**config.mk**
```make
export PLATFORM = sky130hd
export DESIGN_NAME = mem_bus_arbiter_flat
export DESIGN_NICKNAME = d
export VERILOG_FILES = /design/src/rtl/mem_bus_arbiter_pkg.sv /design/src/rtl/mem_bus_arbiter_if.sv /design/src/rtl/mem_arb_watchdog.sv /design/src/rtl/mem_bus_arbiter.sv /design/src/flat_wrapper.sv
export SDC_FILE = /design/constraint.sdc
export NUM_CORES = 1
export LEC_CHECK = 0
export ABC_AREA = 1
export CORE_AREA = 2 2 107 109
export CTS_CLUSTER_SIZE = 8
export DETAILED_ROUTE_END_ITERATION = 10
export DIE_AREA = 0 0 109 111
export DONT_BUFFER_PORTS = 1
export MAX_ROUTING_LAYER = met4
export PLACE_DENSITY = 0.7
export RECOVER_POWER = 25
export SYNTH_ARGS = -nofsm -noshare
export SYNTH_HDL_FRONTEND = slang
export SYNTH_SLANG_ARGS = --single-unit
```
**constraint.sdc**
```tcl
create_clock -name clk -period 3.29 [get_ports clk]
set_input_delay 0.4935 -clock clk [delete_from_list [all_inputs] [get_ports clk]]
set_output_delay 0.4935 -clock clk [all_outputs]
set_load 0.05 [all_outputs]
```
**src/rtl/mem_bus_arbiter_pkg.sv**
```systemverilog
// Shared definitions for the two-master memory bus arbiter: FSM state
// encodings, master-select codes, reset levels and common constants.
package mem_bus_arbiter_pkg;

  typedef enum logic [1:0] {
    ST_IDLE  = 2'd0,
    ST_GNT_I = 2'd1,
    ST_GNT_D = 2'd2,
    ST_RESP  = 2'd3
  } arb_state_e;

  localparam logic        ARB_SEL_IF = 1'b0;
  localparam logic        ARB_SEL_D  = 1'b1;
  localparam logic [3:0]  BE_ALL     = 4'hF;
  localparam logic        RstEnable  = 1'b1;
  localparam logic        RstDisable = 1'b0;
  localparam logic [31:0] ZeroWord   = 32'h0000_0000;

  // Data wins unless it took the previous slot and a fetch is waiting.
  function automatic logic d_wins(input logic i_req, input logic d_req, input logic last_d);
    return d_req && !(last_d && i_req);
  endfunction

endpackage

```
**src/rtl/mem_bus_arbiter_if.sv**
```systemverilog
// Bundles the fetch, data and slave handshakes of the memory bus arbiter.
// The slave modport is the arbiter's view; master is the core/memory side.
interface mem_bus_arbiter_if #(
  parameter int ADDR_W = 32,
  parameter int DATA_W = 32
);
  logic              i_req;
  logic [ADDR_W-1:0] i_addr;
  logic [DATA_W-1:0] i_rdata;
  logic              i_ack;
  logic              d_req;
  logic              d_we;
  logic [3:0]        d_sel;
  logic [ADDR_W-1:0] d_addr;
  logic [DATA_W-1:0] d_wdata;
  logic [DATA_W-1:0] d_rdata;
  logic              d_ack;
  logic              s_req;
  logic              s_we;
  logic [3:0]        s_sel;
  logic [ADDR_W-1:0] s_addr;
  logic [DATA_W-1:0] s_wdata;
  logic [DATA_W-1:0] s_rdata;
  logic              s_ack;
  logic              stallreq_if;
  logic              stallreq_mem;
  logic              bus_err;

  modport slave (
    input  i_req, i_addr, d_req, d_we, d_sel, d_addr, d_wdata, s_rdata, s_ack,
    output i_rdata, i_ack, d_rdata, d_ack, s_req, s_we, s_sel, s_addr, s_wdata,
           stallreq_if, stallreq_mem, bus_err
  );

  modport master (
    output i_req, i_addr, d_req, d_we, d_sel, d_addr, d_wdata, s_rdata, s_ack,
    input  i_rdata, i_ack, d_rdata, d_ack, s_req, s_we, s_sel, s_addr, s_wdata,
           stallreq_if, stallreq_mem, bus_err
  );
endinterface

```
**src/rtl/mem_arb_watchdog.sv**
```systemverilog
// Slave-ack watchdog for the memory bus arbiter; present only when
// ARB_TIMEOUT_EN is defined.
`ifdef ARB_TIMEOUT_EN
module mem_arb_watchdog
  import mem_bus_arbiter_pkg::*;
#(
  parameter int TIMEOUT_CYCLES = 16
) (
  input  logic clk,
  input  logic rst,
  input  logic active,
  input  logic ack,
  output logic expired
);
  localparam int CNT_W = $clog2(TIMEOUT_CYCLES) + 1;

  logic [CNT_W-1:0] cnt_r;

  // Count grant cycles without an ack; cleared whenever no grant is active.
  always_ff @(posedge clk) begin
    if (rst == RstEnable) begin
      cnt_r <= {CNT_W{1'b0}};
    end else if (!active) begin
      cnt_r <= {CNT_W{1'b0}};
    end else if (!ack) begin
      cnt_r <= cnt_r + {{(CNT_W-1){1'b0}}, 1'b1};
    end else begin
      cnt_r <= cnt_r;
    end
  end

  assign expired = active && !ack && (cnt_r == CNT_W'(TIMEOUT_CYCLES - 1));
endmodule
`endif

```
**src/rtl/mem_bus_arbiter.sv**
```systemverilog
// Two-master (fetch/data) arbiter for a single memory slave port.
// Optional slave-ack timeout enabled with ARB_TIMEOUT_EN.
module mem_bus_arbiter
  import mem_bus_arbiter_pkg::*;
#(
  parameter int ADDR_W         = 32,
  parameter int DATA_W         = 32,
  parameter int TIMEOUT_CYCLES = 16
) (
  input logic              clk,
  input logic              rst,
  mem_bus_arbiter_if.slave bus
);
  arb_state_e        state_r;
  logic              last_d_r;
  logic              s_req_r;
  logic              s_we_r;
  logic [3:0]        s_sel_r;
  logic [ADDR_W-1:0] s_addr_r;
  logic [DATA_W-1:0] s_wdata_r;
  logic [DATA_W-1:0] i_rdata_r;
  logic [DATA_W-1:0] d_rdata_r;
  logic              i_ack_r;
  logic              d_ack_r;
  logic              bus_err_r;
  logic              in_gnt_s;
  logic              expired_s;
  logic              grant_d_s;

  assign in_gnt_s  = (state_r == ST_GNT_I) || (state_r == ST_GNT_D);
  assign grant_d_s = d_wins(bus.i_req, bus.d_req, last_d_r);

`ifdef ARB_TIMEOUT_EN
  mem_arb_watchdog #(.TIMEOUT_CYCLES(TIMEOUT_CYCLES)) u_watchdog (
    .clk     (clk),
    .rst     (rst),
    .active  (in_gnt_s),
    .ack     (bus.s_ack),
    .expired (expired_s)
  );
`else
  assign expired_s = 1'b0;
`endif

  // Arbitration FSM: grant, wait for slave ack (or abort), one-cycle response.
  always_ff @(posedge clk) begin
    if (rst == RstEnable) begin
      state_r   <= ST_IDLE;
      last_d_r  <= 1'b0;
      s_req_r   <= 1'b0;
      s_we_r    <= 1'b0;
      s_sel_r   <= 4'h0;
      s_addr_r  <= {ADDR_W{1'b0}};
      s_wdata_r <= {DATA_W{1'b0}};
      i_rdata_r <= {DATA_W{1'b0}};
      d_rdata_r <= {DATA_W{1'b0}};
      i_ack_r   <= 1'b0;
      d_ack_r   <= 1'b0;
      bus_err_r <= 1'b0;
    end else begin
      case (state_r)
        ST_IDLE: begin
          if (grant_d_s) begin
            state_r   <= ST_GNT_D;
            s_req_r   <= 1'b1;
            s_we_r    <= bus.d_we;
            s_sel_r   <= bus.d_sel;
            s_addr_r  <= bus.d_addr;
            s_wdata_r <= bus.d_wdata;
          end else if (bus.i_req) begin
            state_r   <= ST_GNT_I;
            s_req_r   <= 1'b1;
            s_we_r    <= 1'b0;
            s_sel_r   <= BE_ALL;
            s_addr_r  <= bus.i_addr;
            s_wdata_r <= {DATA_W{1'b0}};
          end else begin
            state_r <= ST_IDLE;
          end
        end
        ST_GNT_I, ST_GNT_D: begin
          if (bus.s_ack || expired_s) begin
            // An abort completes like an ack but returns zero data and flags it.
            state_r   <= ST_RESP;
            s_req_r   <= 1'b0;
            i_ack_r   <= (state_r == ST_GNT_I);
            d_ack_r   <= (state_r == ST_GNT_D);
            bus_err_r <= !bus.s_ack;
            last_d_r  <= (state_r == ST_GNT_D) ? ARB_SEL_D : ARB_SEL_IF;
            if (state_r == ST_GNT_I) begin
              i_rdata_r <= bus.s_ack ? bus.s_rdata : {DATA_W{1'b0}};
            end else begin
              d_rdata_r <= bus.s_ack ? bus.s_rdata : {DATA_W{1'b0}};
            end
          end else begin
            state_r <= state_r;
          end
        end
        ST_RESP: begin
          state_r   <= ST_IDLE;
          i_ack_r   <= 1'b0;
          d_ack_r   <= 1'b0;
          bus_err_r <= 1'b0;
        end
        default: begin
          state_r <= ST_IDLE;
        end
      endcase
    end
  end

  assign bus.s_req        = s_req_r;
  assign bus.s_we         = s_we_r;
  assign bus.s_sel        = s_sel_r;
  assign bus.s_addr       = s_addr_r;
  assign bus.s_wdata      = s_wdata_r;
  assign bus.i_rdata      = i_rdata_r;
  assign bus.d_rdata      = d_rdata_r;
  assign bus.i_ack        = i_ack_r;
  assign bus.d_ack        = d_ack_r;
  assign bus.bus_err      = bus_err_r;
  assign bus.stallreq_if  = bus.i_req & ~i_ack_r;
  assign bus.stallreq_mem = bus.d_req & ~d_ack_r;
endmodule

```
**src/flat_wrapper.sv**
```systemverilog
// flat-port wrapper written by rule: the top's interface ports become plain ports
module mem_bus_arbiter_flat import mem_bus_arbiter_pkg::*;
#(
  parameter int ADDR_W         = 32,
  parameter int DATA_W         = 32,
  parameter int TIMEOUT_CYCLES = 16
)
  (clk, rst, bus_i_req, bus_i_addr, bus_d_req, bus_d_we, bus_d_sel, bus_d_addr, bus_d_wdata, bus_s_rdata, bus_s_ack, bus_i_rdata, bus_i_ack, bus_d_rdata, bus_d_ack, bus_s_req, bus_s_we, bus_s_sel, bus_s_addr, bus_s_wdata, bus_stallreq_if, bus_stallreq_mem, bus_bus_err);
  mem_bus_arbiter_if #(.ADDR_W(ADDR_W), .DATA_W(DATA_W)) bus_i ();
  input logic clk;
  input logic rst;
  input wire logic [$bits(bus_i.i_req)-1:0] bus_i_req;
  input wire logic [$bits(bus_i.i_addr)-1:0] bus_i_addr;
  input wire logic [$bits(bus_i.d_req)-1:0] bus_d_req;
  input wire logic [$bits(bus_i.d_we)-1:0] bus_d_we;
  input wire logic [$bits(bus_i.d_sel)-1:0] bus_d_sel;
  input wire logic [$bits(bus_i.d_addr)-1:0] bus_d_addr;
  input wire logic [$bits(bus_i.d_wdata)-1:0] bus_d_wdata;
  input wire logic [$bits(bus_i.s_rdata)-1:0] bus_s_rdata;
  input wire logic [$bits(bus_i.s_ack)-1:0] bus_s_ack;
  output wire logic [$bits(bus_i.i_rdata)-1:0] bus_i_rdata;
  output wire logic [$bits(bus_i.i_ack)-1:0] bus_i_ack;
  output wire logic [$bits(bus_i.d_rdata)-1:0] bus_d_rdata;
  output wire logic [$bits(bus_i.d_ack)-1:0] bus_d_ack;
  output wire logic [$bits(bus_i.s_req)-1:0] bus_s_req;
  output wire logic [$bits(bus_i.s_we)-1:0] bus_s_we;
  output wire logic [$bits(bus_i.s_sel)-1:0] bus_s_sel;
  output wire logic [$bits(bus_i.s_addr)-1:0] bus_s_addr;
  output wire logic [$bits(bus_i.s_wdata)-1:0] bus_s_wdata;
  output wire logic [$bits(bus_i.stallreq_if)-1:0] bus_stallreq_if;
  output wire logic [$bits(bus_i.stallreq_mem)-1:0] bus_stallreq_mem;
  output wire logic [$bits(bus_i.bus_err)-1:0] bus_bus_err;
  assign bus_i.i_req = bus_i_req;
  assign bus_i.i_addr = bus_i_addr;
  assign bus_i.d_req = bus_d_req;
  assign bus_i.d_we = bus_d_we;
  assign bus_i.d_sel = bus_d_sel;
  assign bus_i.d_addr = bus_d_addr;
  assign bus_i.d_wdata = bus_d_wdata;
  assign bus_i.s_rdata = bus_s_rdata;
  assign bus_i.s_ack = bus_s_ack;
  assign bus_i_rdata = bus_i.i_rdata;
  assign bus_i_ack = bus_i.i_ack;
  assign bus_d_rdata = bus_i.d_rdata;
  assign bus_d_ack = bus_i.d_ack;
  assign bus_s_req = bus_i.s_req;
  assign bus_s_we = bus_i.s_we;
  assign bus_s_sel = bus_i.s_sel;
  assign bus_s_addr = bus_i.s_addr;
  assign bus_s_wdata = bus_i.s_wdata;
  assign bus_stallreq_if = bus_i.stallreq_if;
  assign bus_stallreq_mem = bus_i.stallreq_mem;
  assign bus_bus_err = bus_i.bus_err;
  mem_bus_arbiter #(.ADDR_W(ADDR_W), .DATA_W(DATA_W), .TIMEOUT_CYCLES(TIMEOUT_CYCLES)) u_core (.clk(clk), .rst(rst), .bus(bus_i));
endmodule
```
==> impl_results.md, run 1 <==
- Core ar.: 11,100 um2
- # DRC: 0
- M3 GR Usage: 9.29%
- Switching share of power: 49.7%
- FF-to-FF Start: u_core.state_r[1]
- Antenna-violating nets left: 0
- CTS root buf: clkbuf_16
- Post-synthesis register bit count: 140
- Share of post-route cells with drive strength above 1: 7.61%
- Worst-Margin Slew: 1150 ps
- GRT busiest layer: met2
- Net Count, Synth: 883
- Syn Area/Cell: 7.43 um2
- Final setup fails: 0
- Status: finished, final reports clean
- Hold_buf cts: 0
- Max Clock Freq: 423 MHz
- Synth Flop Type: dfxtp_1
- Drt total wl: 14,600 um
- VDD IR-drop max: 0.000742 V
- Via-to-Cell Ratio: 5.53
- Total Routing Usage GR: 24.2%
- Port Buffer Count: 0
- Crit path launch type: register
- Initial antenna violation count: 0
- Cell area after synthesis: 5500 um2
- Internal: 3.73 mW
- Global Route met2 Usage: 40.2%
- Slew Viols, Final: 0
- Max-cap viol count: 0
- YS warnings: 0
- Fin crit period: 2360 ps
- CP bufs+invs: 3
- Synth Area in XOR/XNOR: 0%
- Most common cell in the netlist: nand2_1
- Post-synth top area share: 50.9%
- Worst reg-to-reg setup slack: 930 ps
- Synth Area in Compound Gates: 13.4%
- Multi-input gate area: 2370 um2
- Largest family of logic cells by synthesized area: simple AND/OR/NAND/NOR gates
- Global-route wire length before repair: 22,600 um
- Cells along the critical path: inv_1 > ha_1 > nor2_2 > buf_4 > inv_1 > nor2_1 > nor2_1
- Comb power frac: 18.3%
- Clock share of power: 25.6%
- Hold Crit Start: rst
- Die Y: 111 um
- CTS HTree Levels: 4
- Synth unique cells: 23
- Synth-to-Final Area Change: 9.57%
- Largest net degree at the start of global routing: 68
- CTS Sinks: 140
- CTS tree: built
- WS Path Type: register to register
- Fin crit share: 71.8%
- Nets@finish: 852
- Postcts setup bufs: 0
- Worst endpoint required time: 3640 ps
- R2r endpoint: u_core.bus.d_rdata[30]
- Routability Congestion: 0.911
- RSZ-0062 raised after global routing: false
- Overall power: 7.41 mW
- Clk slew on worst S/H paths: 60 ps
- Sw Pwr: 3.68 mW
- Setup TNS: 0 ps
- ANT cells: 0
- Max Fanout on Critical Path: 33
- Reg area: 2800 um2
- Cts repair resizes: 0
- GRT met1 Usage: 25.4%
- Placement row count: 39
- Initial DRC count: 356
- Simple-Gate Fraction of Synth Area: 28.7%
- Post-synthesis sequential area ratio: 50.9%
- Fraction of registers with async set/reset: 0%
- Avg WL per Cell: 16.9 um
- FF-to-FF path depth: 7
- Number of synthesized flops with an enable pin: 0
- Worst hold-check path type: primary input to register
- Post-synthesis mux area share: 0%
- Cells after Synth: 741
- Die Wd: 109 um
- Worst path slowest cell: inv_1
- Worst Hold End: u_core.bus.s_wdata[6]
- Global route total overflow: 0
- Worst slew margin relative to its limit: 23.0%
- Area share of fa/ha/maj cells after synthesis: 0.910%
- Synth cell count leaders: nand2_1, nor2_1, dfxtp_1
- Clock latency on the worst-skew pair: 410 ps
- Crit path DAT: 2710 ps
- Vias in the first global route: 4,563
- CTS max path bufs: 2
- Crit. End Element: register
- Hold path depth: 1
- Sequential share of power: 56.0%
- Fill count: 1,052
- Fin. Hold Viols: 0
- Static leakage: 2.45 nW
- Largest delay contributor family on the critical path: buffers and inverters
- Vias: 4,788
- Synth area leader: dfxtp_1
- Largest cells by area after synthesis: dfxtp_1, nand2_1, nor2_1
- Post-Route Hold Slack: 158 ps
- Total CTS buffers: 17
- Pwr dens: 1230 nW/um2
- Die area: 12,100 um2
- # IOs: 277
- Final HPWL DP: 10,000 um
- Clock skew: 16.5 ps
- Crit path from: u_core.state_r[1]
- Slowest stage delay, CP: 780 ps
- Initial core utilization: 49.7%
- Drt pass-1 iters: 5
[kinds of logic (layout without fill, tap and decap cells)]
family          count (synthesis)  in the layout
buf+inv                        67             49
flops                         140            140
fa+ha+maj                       4              4
compound gates                145            145
simple gates                  385            385
[per-stage QoR]
stage / setup WS [ps] / instance area [um2] / std cells / utilization (%)
floorplan: 1450 / 5500 / 741 / -
finish: 928 / 6030 / 866 / 54.4
CTS: 937 / 6030 / 866 / 54.4
global route: 667 / 6030 / 866 / 54.4
detailed placement: 842 / 5430 / 834 / 49.0
global placement: 968 / 5430 / 834 / 49.0
[cell usage in the layout, fill, tap and decap left out, drive strengths merged]
master	n
nand2	171
nor2	144
dfxtp	140
o21ai	75
a21oi	70
nand3	66
clkbuf	18
inv	16
clkinvlp	5
buf	5
nor3	4
ha	4
clkinv	3
bufinv	2
[layout make-up]
| class | count | share of cell area (%) |
|---|---|---|
| Sequential cell | 140 | 46.5 |
| Multi-Input combinational cell | 534 | 39.3 |
| Clock buffer | 18 | 7.28 |
| Tap cell | 143 | 2.97 |
| Clock inverter | 14 | 2.64 |
| Inverter | 12 | 0.747 |
| Timing Repair Buffer | 5 | 0.623 |
[worst max path at each step]
stage | end | cells after the start
after floorplan | bus_stallreq_mem | 3
after global placement | u_core.state_r[1] | 5
after detailed placement | u_core.state_r[1] | 5
after CTS | u_core.bus.d_rdata[14] | 7
after global routing | u_core.bus.d_rdata[30] | 7
final | u_core.bus.d_rdata[30] | 7
[power groups by stage]
stage | clock network, mW | registers [mW] | logic (mW)
finish | 1.90 | 4.15 | 1.36
CTS | 1.93 | 4.16 | 1.36
global placement | 0 | 4.19 | 1.29
floorplan | 0 | 4.06 | 1.17
detailed placement | 0 | 4.19 | 1.35
global route | 2.02 | 4.21 | 1.56
[routing by layer]
metal | vias up | wire length [um]
li1 | 2335 | -
met1 | 2203 | 5400
met2 | 222 | 7390
met3 | 28 | 1490
met4 | 0 | 328
met5 | - | 0
[flip-flops by register name, indices dropped and copies added (netlist names)]
register            cells
u_core.bus.bus_err      1
u_core.bus.d_ack        1
u_core.bus.d_rdata     32
u_core.bus.i_ack        1
u_core.bus.i_rdata     32
u_core.bus.s_addr      32
u_core.bus.s_req        1
u_core.bus.s_sel        4
u_core.bus.s_wdata     32
u_core.bus.s_we         1
u_core.last_d_r         1
u_core.state_r          2
(Power assumes the default switching activity.)
==> inputs of run 2 (changes only) <==
- clock period: 3.29 -> 2.25 ns (I/O delays scaled with it)
==> run 2 against run 1 <==
- die area stayed put
- via count grew 0.13%
- largest power group unchanged
- critical path type unchanged
- cell area is 3.1% higher
- sequential power up 46%
- clock power is 67% higher
- wire length fell by 1.5%
- first-iteration DRC count increased by 0.84%
- register-to-register slack lost 670 ps
==> impl_results.md, run 2 (synthesis gave the netlist of run 1 again) <==
- Core Util, Final: 56.1%
- Global Route met2 Usage: 40.1%
- Setup ws final: 260 ps
- Max Clock Freq: 502 MHz
- Status: finished, final reports clean
- Max Fanout on Critical Path: 32
- Cts repair resizes: 0
- GRT busiest layer: met2
- Drt pass-1 iters: 5
- Drt total wl: 14,400 um
- Max-cap viol count: 0
- Worst hold-check path type: primary input to register
- # DRC: 0
- Initial antenna violation count: 0
- Clock latency on the worst-skew pair: 410 ps
- Worst Hold End: u_core.bus.d_rdata[29]
- Initial DRC count: 359
- Largest net degree at the start of global routing: 70
- Fin. Hold Viols: 0
- Port Buffer Count: 0
- Clk slew on worst S/H paths: 60 ps
- Crit path launch type: register
- RSZ-0062 raised after global routing: true
- Clock skew: 5.85 ps
- Commonest non-fill, non-tap cell in the layout: nand2_1
- Largest delay contributor family on the critical path: buffers and inverters
- Initial core utilization: 49.7%
- Share of post-route cells with drive strength above 1: 8.46%
- Vias: 4,794
- Fin crit share: 88.5%
- Antenna-violating nets left: 0
- WS Path Type: register to register
- DP Worst Slack: 247 ps
- Total CTS buffers: 17
- GRT met1 Usage: 24.3%
- # IOs: 277
- R2r endpoint: u_core.bus.d_rdata[8]
- Core ar.: 11,100 um2
- Fill count: 1,004
- VDD IR-drop max: 0.000970 V
- M3 GR Usage: 8.76%
- Die Wd: 109 um
- FF-to-FF path depth: 7
- Worst slew margin relative to its limit: 37.7%
- Crit. End Element: register
- CTS tree: built
- Post-Layout Cell Count: 876
- Postcts setup bufs: 0
- Die Y: 111 um
- FF-to-FF Start: u_core.state_r[0]
- Slowest stage delay, CP: 670 ps
- Slew Viols, Final: 0
- Setup TNS: 0 ps
- Final setup fails: 0
- Pwr dens: 1820 nW/um2
- Cells along the critical path: inv_1 > ha_1 > nand2_2 > nor2_2 > inv_1 > nor2_1 > nor2_1
- Routability Congestion: 0.859
- Total Routing Usage GR: 23.9%
- Nets@finish: 862
- Static leakage: 2.55 nW
- CTS max path bufs: 2
- CTS HTree Levels: 4
- Most frequent cells in the layout: nand2_1, nor2_1, dfxtp_1
- Final HPWL DP: 9980 um
- ANT cells: 0
- Avg WL per Cell: 16.4 um
- Overall power: 11.3 mW
- Global-route wire length before repair: 22,300 um
- Hold path depth: 2
- Synth-to-Final Area Change: 12.9%
- CTS root buf: clkbuf_16
- CP bufs+invs: 2
- Critical path depth: 7
- Crit path DAT: 2340 ps
- Vias in the first global route: 4,673
- # placed instances: 842
- Placement row count: 39
- Fin crit period: 1990 ps
- Worst-Margin Slew: 934 ps
- Hold Crit Start: bus_s_rdata[29]
- Die area: 12,100 um2
- Worst path slowest cell: inv_1
- Worst endpoint required time: 2600 ps
- Global route total overflow: 0
- Via-to-Cell Ratio: 5.47
- Worst reg-to-reg setup slack: 260 ps
- CTS Sinks: 140
run 2: changes by cell type in the layout (fill, tap and decap cells not counted):
| cell | previous run | this run |
|---|---|---|
| dlygate4sd3_1 | 0 | 1 |
| inv_6 | 5 | 2 |
| clkinvlp_4 | 5 | 2 |
| bufinv_16 | 2 | 6 |
| buf_16 | 0 | 1 |
| clkinv_2 | 0 | 2 |
| buf_12 | 0 | 1 |
| buf_4 | 5 | 10 |
| clkbuf_1 | 0 | 2 |
run 2: area by class of cell:
cell class / instances / area [um2] / area share (%)
multi-input cells: 534 / 2370 / 38.1
repair buffers: 15 / 140 / 2.26
inverters: 12 / 45.0 / 0.725
clock buffers: 18 / 439 / 7.07
flip-flops and latches: 140 / 2800 / 45.1
well taps: 143 / 179 / 2.88
clock inverters: 14 / 240 / 3.87
run 2: worst reg2reg max path, delay by kind of cell (launching register included):
kind          cells  cell delay, ps
flops             1             370
simple gates      4             440
buf+inv           2             750
fa+ha+maj         1             380
run 2: routing by layer:
layer / routed length, um / part of all wire, % / up-vias
li1: - / - / 2353
met3: 1460 / 10 / 24
met5: 0 / 0 / -
met1: 5390 / 37 / 2192
met4: 349 / 2.4 / 0
met2: 7180 / 50 / 225
run 2: per-stage QoR:
step | hold WS, ps | area [um2]
floorplan | 472 | 5500
global placement | 411 | 5500
CTS | 52.9 | 6220
detailed placement | 413 | 5500
finish | 62.2 | 6210
global route | 52.0 | 6210
run 2: where the power goes:
part           internal [mW]  switching, mW  total, mW  leakage (nW)
clock network           2.11           1.06       3.17         0.327
registers               3.19           2.85       6.04          1.15
logic                  0.630           1.46       2.09          1.08
total                   5.93           5.37       11.3          2.55
run 2: how the worst max path moves through the flow:
stage	start	to	slack [ps]
6_report	u_core.state_r[0]	u_core.bus.d_rdata[8]	260
5_1_grt	u_core.state_r[0]	u_core.bus.d_rdata[5]	-3
4_1_cts	u_core.state_r[0]	u_core.bus.d_rdata[8]	240
3_5_place_dp	u_core.state_r[0]	u_core.bus.d_rdata[8]	250
3_3_place_gp	u_core.state_r[0]	u_core.bus.d_rdata[0]	370
2_1_floorplan	u_core.bus.i_ack	bus_stallreq_if	710
run 2: repair_timing:
action	CTS	global route
hold buffers	2	0
setup endpoints to repair	0	1
hold endpoints to repair	65	0
==> inputs of run 3 (changes only) <==
- ABC_AREA: 1 -> unset
- CORE_AREA: 2 2 107 109 -> unset
- CORE_ASPECT_RATIO: unset -> 1.75
- CORE_UTILIZATION: unset -> 40
- DIE_AREA: 0 0 109 111 -> unset
- PLACE_DENSITY: 0.7 -> 0.61
- clock period: 2.25 -> 1.8 ns (I/O delays scaled with it)
==> run 3 against run 2 <==
- the flow now finishes with violations (hold timing)
- clock skew is 2.4 ps higher
- sequential cell count stayed put
- synthesized cell count is 20% lower
- cell area hardly changed
- critical path depth is 3 lower
==> impl_results.md, run 3 <==
- Status: complete, but fails checks
- Failing checks: hold timing
- Crit path launch type: register
- Drt total wl: 13,700 um
- CTS max path bufs: 2
- Comb power frac: 21.1%
- VDD IR-drop max: 0.000824 V
- Initial DRC count: 229
- Fin. Hold Viols: 89
- Nets@finish: 756
- Internal: 6.96 mW
- Drt pass-1 iters: 6
- Vias in the first global route: 4,136
- Initial core utilization: 41.1%
- Clock share of power: 26.1%
- Fin crit period: 1630 ps
- FF-to-FF Start: u_core.state_r[0]
- CTS tree: built
- Global route total overflow: 0
- Die area: 13,300 um2
- Max-cap viol count: 0
- Post-Place Cell Area: 5300 um2
- Syn Area/Cell: 8.64 um2
- # DRC: 0
- Avg WL per Cell: 17.3 um
- YS warnings: 0
- Postcts setup bufs: 0
- Largest cells by area after synthesis: dfxtp_1, nand2_1, a21oi_1
- Share of post-route cells with drive strength above 1: 8.29%
- Via-to-Cell Ratio: 5.44
- Switching share of power: 46.3%
- Placement row count: 54
- CTS HTree Levels: 4
- Fin crit share: 90.6%
- Largest net degree at the start of global routing: 111
- CTS root buf: clkbuf_16
- Net Count, Synth: 737
- Clock latency on the worst-skew pair: 410 ps
- Crit path from: u_core.state_r[0]
- Synth cell count leaders: nand2_1, dfxtp_1, a21oi_1
- Clk slew on worst S/H paths: 60 ps
- Crit. End Element: register
- Max Clock Freq: 613 MHz
- Commonest non-fill, non-tap cell in the layout: nand2_1
- Most common cell in the netlist: nand2_1
- CTS Sinks: 140
- Post-synthesis sequential area ratio: 54.5%
- Pwr dens: 2090 nW/um2
- WS Path Type: register to register
- Vias: 4,321
- Worst slew margin relative to its limit: 50.7%
- Core Util, Final: 49.7%
- Initial antenna violation count: 0
- Sequential share of power: 52.8%
- Post-synth top area share: 54.5%
- Cells after Synth: 595
- Post-Layout Cell Count: 795
- Final setup fails: 0
- Total CTS buffers: 17
- Hold Crit Start: rst
- ANT cells: 0
- Synth area leader: dfxtp_1
- Core ar.: 12,500 um2
- Fraction of registers with async set/reset: 0%
- Sw Pwr: 6.01 mW
- Total Routing Usage GR: 20.9%
- Worst hold-check path type: primary input to register
- Routability Congestion: 0.841
- Max Fanout on Critical Path: 17
- Global-route wire length before repair: 20,600 um
- Cell area after synthesis: 5140 um2
- Slew Viols, Final: 0
- Synth-to-Final Area Change: 21.0%
- Worst-Margin Slew: 738 ps
- Post-synthesis register bit count: 140
- Antenna-violating nets left: 0
- Synth unique cells: 32
- Synth Flop Type: dfxtp_1
- Die Y: 152 um
- Number of synthesized flops with an enable pin: 0
- Static leakage: 2.32 nW
- Post-Route Hold Slack: -75.6 ps
- Design area: 6220 um2
- Setup TNS: 0 ps
- Final HPWL DP: 9300 um
- Die Wd: 87.7 um
- Most frequent cells in the layout: nand2_1, dfxtp_1, a21oi_1
- Port Buffer Count: 0
- Clock skew: 8.27 ps
- # IOs: 277
- # placed instances: 729
- Worst endpoint required time: 2150 ps
- Crit path DAT: 1980 ps
- RSZ-0062 raised after global routing: false
-- run 3: path summary, 6_finish.rpt --
path | endpoint | slack [ps] | depth (start not counted)
min reg2reg | u_core.last_d_r | 500 | 2
max | u_core.bus.s_wdata[21] | 170 | 4
min | u_core.bus.d_rdata[27] | -80 | 1
max reg2reg | u_core.bus.s_wdata[21] | 170 | 4
-- run 3: per-stage QoR --
step           power, mW  worst slack (ps)
5_1_grt             13.6              4.12
6_report            13.0               169
3_5_place_dp        9.57              -148
2_1_floorplan       8.80               223
3_3_place_gp        9.48             -46.8
4_1_cts             13.1               151
-- run 3: timing repair --
item / 4_1_cts / 5_1_grt
resized for setup: 1 / 0
hold endpoints to repair: 137 / 108
endpoints found under the setup margin: 33 / 0
hold buffers: 31 / 2
-- run 3: worst max-delay path, cell delays in order (launching register included) --
cell and delay [ps]:
dfxtp_1 340, inv_1 90, ha_1 220, nor3b_4 660, a22o_1 260
-- run 3: area by class of cell --
type	instances	area, um2
Multi-Input combinational cell	405	2090
Clock buffer	17	425
Inverter	2	7.51
Fill cell	1188	6280
Sequential cell	140	2800
Tap cell	168	210
Clock inverter	15	153
Timing Repair Buffer	48	524
-- run 3: logic make-up (layout without fill, tap and decap cells) --
kind of cell    count (synthesis)  after routing  share of synthesized area [%]
flops                         140            140                           54.5
simple gates                  227            228                           17.8
fa+ha+maj                       4              4                          0.974
compound gates                170            170                           21.0
mux                             3              3                          0.584
buf+inv                        51             82                           5.06
-- run 3: routing by layer --
metal / vias up / share of wire [%] / global-route usage (%)
li1: 2070 / - / -
met1: 1996 / 35 / 19.9
met2: 212 / 53 / 35.1
met3: 43 / 8.6 / 7.98
met4: 0 / 4.0 / 11.6
met5: - / 0 / -
-- run 3: power groups by stage --
stage,clock [mW],sequential (mW),combinational [mW]
2_1_floorplan,0,6.74,2.06
3_3_place_gp,0,6.91,2.56
3_5_place_dp,0,6.90,2.66
4_1_cts,3.47,6.85,2.76
5_1_grt,3.64,6.94,3.05
6_report,3.39,6.85,2.73
